[src/rtl/spi_pkg.sv]
// Shared definitions for the SPI transaction arbiter and the spi_module it drives.
// Contents:
//   WORD_LEN_DEF / CNT_W_DEF : default word width and word-count width
//   state_t, ST_*            : arbiter FSM state encoding
package spi_pkg;

    localparam int WORD_LEN_DEF = 8;
    localparam int CNT_W_DEF    = 5;

    typedef logic [2:0] state_t;

    localparam state_t ST_IDLE      = 3'd0;
    localparam state_t ST_GRANT     = 3'd1;
    localparam state_t ST_KICK      = 3'd2;
    localparam state_t ST_WAIT_WORD = 3'd3;
    localparam state_t ST_FINISH    = 3'd4;

endpackage

[src/rtl/rr_arbiter.sv]
// Combinational round-robin pick: first set request bit at or after the pointer,
// searching upward with wrap-around.
// Ports:
//   i_req   : request vector
//   i_ptr   : index of the highest-priority requester this round
//   o_gnt   : one-hot grant (all zero when nothing requests)
//   o_idx   : index of the granted requester
//   o_valid : at least one request is set
module rr_arbiter
    import spi_pkg::*;
#(
    parameter int N_REQ = 2,
    parameter int IDX_W = 1
) (
    input  logic [N_REQ-1:0] i_req,
    input  logic [IDX_W-1:0] i_ptr,
    output logic [N_REQ-1:0] o_gnt,
    output logic [IDX_W-1:0] o_idx,
    output logic             o_valid
);

    localparam logic [N_REQ-1:0] GNT_ONE = {{(N_REQ-1){1'b0}}, 1'b1};

    logic [IDX_W-1:0] w_cand;
    logic [IDX_W-1:0] w_idx;
    logic             w_found;

    // Walk the requesters starting at the pointer and keep the first hit.
    always_comb begin
        w_cand  = '0;
        w_idx   = '0;
        w_found = 1'b0;
        for (int i = 0; i < N_REQ; i++) begin
            w_cand = IDX_W'((int'(i_ptr) + i) % N_REQ);
            if (!w_found && i_req[w_cand]) begin
                w_found = 1'b1;
                w_idx   = w_cand;
            end else begin
                w_found = w_found;
            end
        end
        o_idx   = w_idx;
        o_valid = w_found;
        if (w_found) begin
            o_gnt = GNT_ONE << w_idx;
        end else begin
            o_gnt = '0;
        end
    end

endmodule

[src/rtl/spi_txn_arbiter.sv]
// Shares one spi_module between N_REQ requesters. Grants round-robin, programs the
// word counts, launches each word with a process_next_word pulse, streams send
// words from the granted requester and returns received words. A per-word
// watchdog aborts a transaction whose word_done never arrives.
// Ports:
//   clk, rst                        : clock, asynchronous active-low reset
//   req_i / req_num_*_i / req_data_i: per-requester request, counts, current send word
//   gnt_o, send_ack_o, done_o, err_o: per-requester grant and 1-cycle status pulses
//   rcv_data_o, rcv_valid_o         : received word and its strobe
//   spi_*                           : connection to spi_module
module spi_txn_arbiter
    import spi_pkg::*;
#(
    parameter int N_REQ       = 2,
    parameter int WORD_LEN    = WORD_LEN_DEF,
    parameter int CNT_W       = CNT_W_DEF,
    parameter int TIMEOUT_CYC = 4095
) (
    input  logic                      clk,
    input  logic                      rst,
    input  logic [N_REQ-1:0]          req_i,
    input  logic [N_REQ*CNT_W-1:0]    req_num_send_i,
    input  logic [N_REQ*CNT_W-1:0]    req_num_rcv_i,
    input  logic [N_REQ*WORD_LEN-1:0] req_data_i,
    output logic [N_REQ-1:0]          gnt_o,
    output logic [N_REQ-1:0]          send_ack_o,
    output logic [WORD_LEN-1:0]       rcv_data_o,
    output logic                      rcv_valid_o,
    output logic [N_REQ-1:0]          done_o,
    output logic [N_REQ-1:0]          err_o,
    input  logic                      spi_ready_i,
    input  logic                      spi_word_done_i,
    input  logic [WORD_LEN-1:0]       spi_rcv_data_i,
    output logic                      spi_process_next_word_o,
    output logic [WORD_LEN-1:0]       spi_data_send_o,
    output logic [CNT_W-1:0]          spi_num_send_o,
    output logic [CNT_W-1:0]          spi_num_rcv_o
);

    localparam int IDX_W = (N_REQ > 1) ? $clog2(N_REQ) : 1;
    localparam int WD_W  = $clog2(TIMEOUT_CYC + 1);

    localparam logic [CNT_W-1:0] CNT_ZERO = '0;
    localparam logic [CNT_W-1:0] CNT_ONE  = CNT_W'(1);
    localparam logic [WD_W-1:0]  WD_ONE   = WD_W'(1);
    localparam logic [WD_W-1:0]  WD_LAST  = WD_W'(TIMEOUT_CYC - 1);
    localparam logic [IDX_W-1:0] IDX_ONE  = IDX_W'(1);
    localparam logic [IDX_W-1:0] IDX_LAST = IDX_W'(N_REQ - 1);

    state_t             r_state;
    logic [IDX_W-1:0]   r_rr_ptr;
    logic [IDX_W-1:0]   r_win;
    logic [CNT_W-1:0]   r_send_left;
    logic [CNT_W-1:0]   r_rcv_left;
    logic               r_cur_is_send;
    logic [WD_W-1:0]    r_wd;

    logic [N_REQ-1:0]   w_arb_gnt;
    logic [IDX_W-1:0]   w_arb_idx;
    logic               w_arb_valid;
    logic [CNT_W-1:0]   w_rcv_left_nxt;
    logic               w_more;
    logic               w_launch;

    logic [CNT_W-1:0]    w_num_send [N_REQ];
    logic [CNT_W-1:0]    w_num_rcv  [N_REQ];
    logic [WORD_LEN-1:0] w_data     [N_REQ];

    for (genvar g = 0; g < N_REQ; g++) begin : g_unpack
        assign w_num_send[g] = req_num_send_i[g*CNT_W +: CNT_W];
        assign w_num_rcv[g]  = req_num_rcv_i[g*CNT_W +: CNT_W];
        assign w_data[g]     = req_data_i[g*WORD_LEN +: WORD_LEN];
    end

    rr_arbiter #(
        .N_REQ (N_REQ),
        .IDX_W (IDX_W)
    ) u_rr_arbiter (
        .i_req   (req_i),
        .i_ptr   (r_rr_ptr),
        .o_gnt   (w_arb_gnt),
        .o_idx   (w_arb_idx),
        .o_valid (w_arb_valid)
    );

    // Remaining-word bookkeeping and the decision to launch another word this cycle.
    // A launch happens either straight out of GRANT or on a word_done that leaves work.
    always_comb begin
        if (!r_cur_is_send) begin
            w_rcv_left_nxt = r_rcv_left - CNT_ONE;
        end else begin
            w_rcv_left_nxt = r_rcv_left;
        end
        w_more = (r_send_left != CNT_ZERO) || (w_rcv_left_nxt != CNT_ZERO);
        if (r_state == ST_GRANT) begin
            w_launch = (r_send_left != CNT_ZERO) || (r_rcv_left != CNT_ZERO);
        end else if (r_state == ST_WAIT_WORD) begin
            w_launch = spi_word_done_i && w_more;
        end else begin
            w_launch = 1'b0;
        end
    end

    // Transaction FSM. Word-launch side effects are applied on the edge that enters
    // KICK so that process_next_word, the send word and send_ack appear together
    // one cycle after grant or word_done.
    always_ff @(posedge clk or negedge rst) begin
        if (!rst) begin
            r_state                 <= ST_IDLE;
            r_rr_ptr                <= '0;
            r_win                   <= '0;
            r_send_left             <= '0;
            r_rcv_left              <= '0;
            r_cur_is_send           <= 1'b0;
            r_wd                    <= '0;
            gnt_o                   <= '0;
            send_ack_o              <= '0;
            rcv_data_o              <= '0;
            rcv_valid_o             <= 1'b0;
            done_o                  <= '0;
            err_o                   <= '0;
            spi_process_next_word_o <= 1'b0;
            spi_data_send_o         <= '0;
            spi_num_send_o          <= '0;
            spi_num_rcv_o           <= '0;
        end else begin
            send_ack_o              <= '0;
            rcv_valid_o             <= 1'b0;
            done_o                  <= '0;
            err_o                   <= '0;
            spi_process_next_word_o <= 1'b0;

            case (r_state)
                ST_IDLE: begin
                    if (w_arb_valid && spi_ready_i) begin
                        gnt_o          <= w_arb_gnt;
                        r_win          <= w_arb_idx;
                        spi_num_send_o <= w_num_send[w_arb_idx];
                        spi_num_rcv_o  <= w_num_rcv[w_arb_idx];
                        r_send_left    <= w_num_send[w_arb_idx];
                        r_rcv_left     <= w_num_rcv[w_arb_idx];
                        r_rr_ptr       <= (w_arb_idx == IDX_LAST) ? '0 : w_arb_idx + IDX_ONE;
                        r_state        <= ST_GRANT;
                    end else begin
                        r_state <= ST_IDLE;
                    end
                end
                ST_GRANT: begin
                    r_state <= w_launch ? ST_KICK : ST_FINISH;
                end
                ST_KICK: begin
                    r_wd    <= '0;
                    r_state <= ST_WAIT_WORD;
                end
                ST_WAIT_WORD: begin
                    // word_done is checked first so it beats a same-cycle timeout
                    if (spi_word_done_i) begin
                        if (!r_cur_is_send) begin
                            rcv_data_o  <= spi_rcv_data_i;
                            rcv_valid_o <= 1'b1;
                        end
                        r_rcv_left <= w_rcv_left_nxt;
                        r_state    <= w_more ? ST_KICK : ST_FINISH;
                    end else if (r_wd == WD_LAST) begin
                        err_o       <= gnt_o;
                        gnt_o       <= '0;
                        r_send_left <= '0;
                        r_rcv_left  <= '0;
                        r_state     <= ST_IDLE;
                    end else begin
                        r_wd <= r_wd + WD_ONE;
                    end
                end
                ST_FINISH: begin
                    done_o  <= gnt_o;
                    gnt_o   <= '0;
                    r_state <= ST_IDLE;
                end
                default: begin
                    gnt_o   <= '0;
                    r_state <= ST_IDLE;
                end
            endcase

            if (w_launch) begin
                spi_process_next_word_o <= 1'b1;
                if (r_send_left != CNT_ZERO) begin
                    spi_data_send_o <= w_data[r_win];
                    send_ack_o      <= gnt_o;
                    r_send_left     <= r_send_left - CNT_ONE;
                    r_cur_is_send   <= 1'b1;
                end else begin
                    r_cur_is_send   <= 1'b0;
                end
            end
        end
    end

endmodule

[config.mk]
export PLATFORM = sky130hd
export DESIGN_NAME = spi_txn_arbiter
export DESIGN_NICKNAME = d
export VERILOG_FILES = /design/src/rtl/spi_pkg.sv /design/src/rtl/rr_arbiter.sv /design/src/rtl/spi_txn_arbiter.sv
export SDC_FILE = /design/constraint.sdc
export NUM_CORES = 1
export LEC_CHECK = 0
export CORE_UTILIZATION = 44
export CTS_BUF_LIST = sky130_fd_sc_hd__clkbuf_8 sky130_fd_sc_hd__clkbuf_16
export DETAILED_ROUTE_END_ITERATION = 6
export PLACE_DENSITY_LB_ADDON = 0.15
export REMOVE_ABC_BUFFERS = 1
export SLEW_MARGIN = 10
export SYNTH_ARGS = -nofsm -noshare
export SYNTH_HDL_FRONTEND = slang
export SYNTH_HIERARCHICAL = 1
export SYNTH_SLANG_ARGS = --single-unit
[constraint.sdc]
create_clock -name clk -period 1.62 [get_ports clk]
set_input_delay 0.405 -clock clk [delete_from_list [all_inputs] [get_ports clk]]
set_output_delay 0.405 -clock clk [all_outputs]
set_load 0.1 [all_outputs]
==> flow_metrics.tcl <==
set metrics [dict create \
    ff_latch_area_um2 1604 \
    clk_latency_ps 350 \
    cp.arrival_ps 2170 \
    nNetsFinal 531 \
    num-fill-cells 349 \
    layout_commonest_cell "buf_4" \
    p_switching_mw 6.301 \
    end_kind "register" \
    crit_family "compound AO/OA/AOI/OAI gates" \
    post-route-min-period_ps 1941 \
    clk_pin_slew_ps 80 \
    outcome "finished with violations" \
    start_util 0.4629 \
    synthToLayoutAreaGrowth_pct 84.31 \
    antenna_found_initial 0 \
    die_h_um 87.24 \
    synthArstFlopShare 1.000 \
    grt-ovfl-total 0 \
    drc 0 \
    wl_mm 11.82 \
    clk_path_buf_depth 2 \
    p_total_mw 12.82 \
    syn_area_um2 3197 \
    cts_made_buffers 9 \
    num_rows 30 \
    path_cells "inv_1 > ha_2 > nand4_1 > buf_4 > o31ai_4 > buf_6 > o211ai_1 > a211o_1" \
    drt_pass1_iterations 5 \
    dieArea_um2 7610 \
    criticalPathCategory "register to register" \
    ys_types 66 \
    fin_setup_tns_ps -5755 \
    fp.coreArea_um2 6907 \
    clkSinkCount 64 \
    grt_max_degree 65 \
    violations "setup timing" \
    cpMaxStageDelayCell "dfrtp_1" \
    placedInstanceArea_um2 5019 \
    hold_violations 0 \
    grt_use_total 0.2699 \
    synth_edf_count 0 \
    final_area_um2 5892 \
    crit_fanout 5 \
    grt_pass1_wl_mm 15.53 \
    drive_gt1_frac 0.4708 \
    synth_flop_cell "dfrtp_1" \
    p_seq_frac 0.228 \
    synthCells 299 \
    cts_tree "built" \
    fin_ws_ps -321.0 \
    synth-seq-cells 64 \
    drv_slew 0 \
    p_int_mw 6.515 \
    cellPowerDensity_nw_per_um2 2175 \
    pwr-share-clk 0.106 \
    post-dp-hpwl_mm 6.290 \
    maxCapViolations 0 \
    slew_headroom 0.6691 \
    setup_violations 45 \
    swShare 0.4917 \
    io_buffers 85 \
    max_stage_delay_ps 380 \
    routabilityCongestion 0.8657 \
    wl_per_cell_um 20.52 \
    cp-start-kind "register" \
    drtAntennaViolNets 0 \
    rsz0062_at_grt "yes" \
    drt-initial-drc-count 190 \
    viasPerCell 5.802 \
    cp.required_ps 1850 \
    yosysWarnings 6 \
    min_path_type "input port to asynchronous set/reset pin" \
    cts_max_level 3 \
    num_io_pins 86 \
    first_global_vias 3190 \
    p_leak_nw 2.640 \
    n_antenna_cell 0 \
    min_period_over_period 1.198 \
    fin_skew_ps 16.07 \
    multi_input_area_um2 1928 \
    worst_pin_slew_ps 496.4 \
    ir_worst_vdd_v 0.001572 \
    fmax_mhz 515.2 \
    synth.avg_cell_area_um2 10.69 \
    p_comb_frac 0.665 \
    die_w_um 87.24 \
    root_buffer "clkbuf_8" \
    cp_num_buf_inv 3 \
    yosysSeqAreaShare 0.5010 \
    vias 3342 \
    mostFrequentLayoutCells "78 x buf_4, 62 x dfrtp_1, 45 x clkdlybuf4s50_1, 39 x buf_12, 19 x mux2i_1" \
]
[synth_stat cells, types with 2 or more instances]
cell	instances	area, um^2
dfrtp_1	64	1602
nor2_1	22	82.58
mux2i_1	20	200.2
nand2_1	19	71.32
a21oi_1	16	80.08
nand3_1	16	80.08
o21ai_0	11	55.05
inv_1	10	37.54
a21o_1	9	67.56
mux2_2	8	90.09
nor3_1	6	30.03
clkbuf_1	5	18.77
ha_1	5	62.56
nor4_1	5	31.28
and3_1	4	25.02
o211ai_1	4	30.03
o31ai_1	4	30.03
or4_1	4	30.03
a21boi_0	3	22.52
or3_1	3	18.77
a211o_1	2	17.52
a22o_1	2	17.52
a311oi_1	2	17.52
a31oi_1	2	12.51
buf_2	2	10.01
buf_4	2	15.01
buf_6	2	22.52
nand3b_1	2	15.01
nand4_1	2	12.51
nor2b_1	2	12.51
nor4b_1	2	17.52
o2111ai_1	2	17.52
o22ai_1	2	12.51
o31a_1	2	17.52
or3b_2	2	17.52
[registers in the layout, summed over array words and instances, names as in the netlist, 2 cells and up]
name             flops
gnt_o                2
spi_num_rcv_o        5
done_o               2
rcv_data_o           8
spi_data_send_o      8
r_send_left          5
r_rcv_left           5
send_ack_o           2
r_wd                12
r_state              3
spi_num_send_o       5
err_o                2
[power groups by stage]
stage	registers, mW	clock network, mW	logic [mW]
4_1_cts	2.79	1.35	7.59
6_report	2.93	1.36	8.53
3_3_place_gp	2.77	0	7.01
3_5_place_dp	2.80	0	7.12
5_1_grt	2.98	1.44	8.86
2_1_floorplan	5.25	0	1.54
[stage by stage]
step | worst slack [ps] | hold slack [ps] | util | instances
finish | -321.0 | 62.51 | 0.8531 | 576
global route | -391.7 | 103.1 | 0.8531 | 576
CTS | -265.4 | 79.54 | 0.7976 | 567
detailed placement | -498.6 | 449.1 | 0.7266 | 538
global placement | -491.5 | 447.3 | 0.7266 | 538
floorplan | -779.8 | 109.4 | - | 286
[cells by family after synthesis]
| logic type | Yosys count | share of synthesized area |
|---|---|---|
| xor+xnor | 2 | 0.005480 |
| mux | 28 | 0.09080 |
| compound gates | 70 | 0.1538 |
| simple gates | 107 | 0.1941 |
| buf+inv | 23 | 0.03522 |
| flops | 64 | 0.5010 |
| fa+ha+maj | 5 | 0.01957 |
[repair_timing]
item	in CTS	in global routing
hold buffers	0	0
pin swaps	22	16
buffers inserted	13	12
resized for setup	43	72
hold endpoints to repair	0	0
setup endpoints to repair	48	52
gates cloned	2	0
[worst register-to-register path, cell delays in order, from the launching register on]
cell,delay (ps)
dfrtp_1,380
inv_1,60
ha_2,180
nand4_1,140
buf_4,180
o31ai_4,300
buf_6,190
o211ai_1,110
a211o_1,300
[cell type report]
| cell class | count | area share |
|---|---|---|
| Clock inverter | 2 | 0.002124 |
| Tap cell | 96 | 0.02039 |
| Timing Repair Buffer | 179 | 0.3413 |
| Multi-Input combinational cell | 212 | 0.3272 |
| Clock buffer | 13 | 0.03037 |
| Inverter | 10 | 0.006371 |
| Sequential cell | 64 | 0.2722 |
[worst paths after layout]
check                                   start             end  slack [ps]  cells past startpoint
worst max-delay path                  r_wd[0]   r_rcv_left[3]        -320                      8
worst min-delay path                      rst  r_send_left[2]          60                      2
worst max register to register        r_wd[0]   r_rcv_left[3]        -320                      8
worst min register to register  r_rcv_left[4]   r_rcv_left[4]         530                      1
max in group asynchronous                 rst      r_state[2]        1260                      2
min in group clk                r_rcv_left[4]   r_rcv_left[4]         530                      1
[metal layers]
metal,global-route usage,vias up,share of wire
li1,-,1473,-
met1,0.3346,1667,0.38
met3,0.03412,39,0.052
met2,0.4732,163,0.53
met5,0,-,0
met4,0.1177,0,0.031
Note: power is estimated with default switching activity, not from simulation.
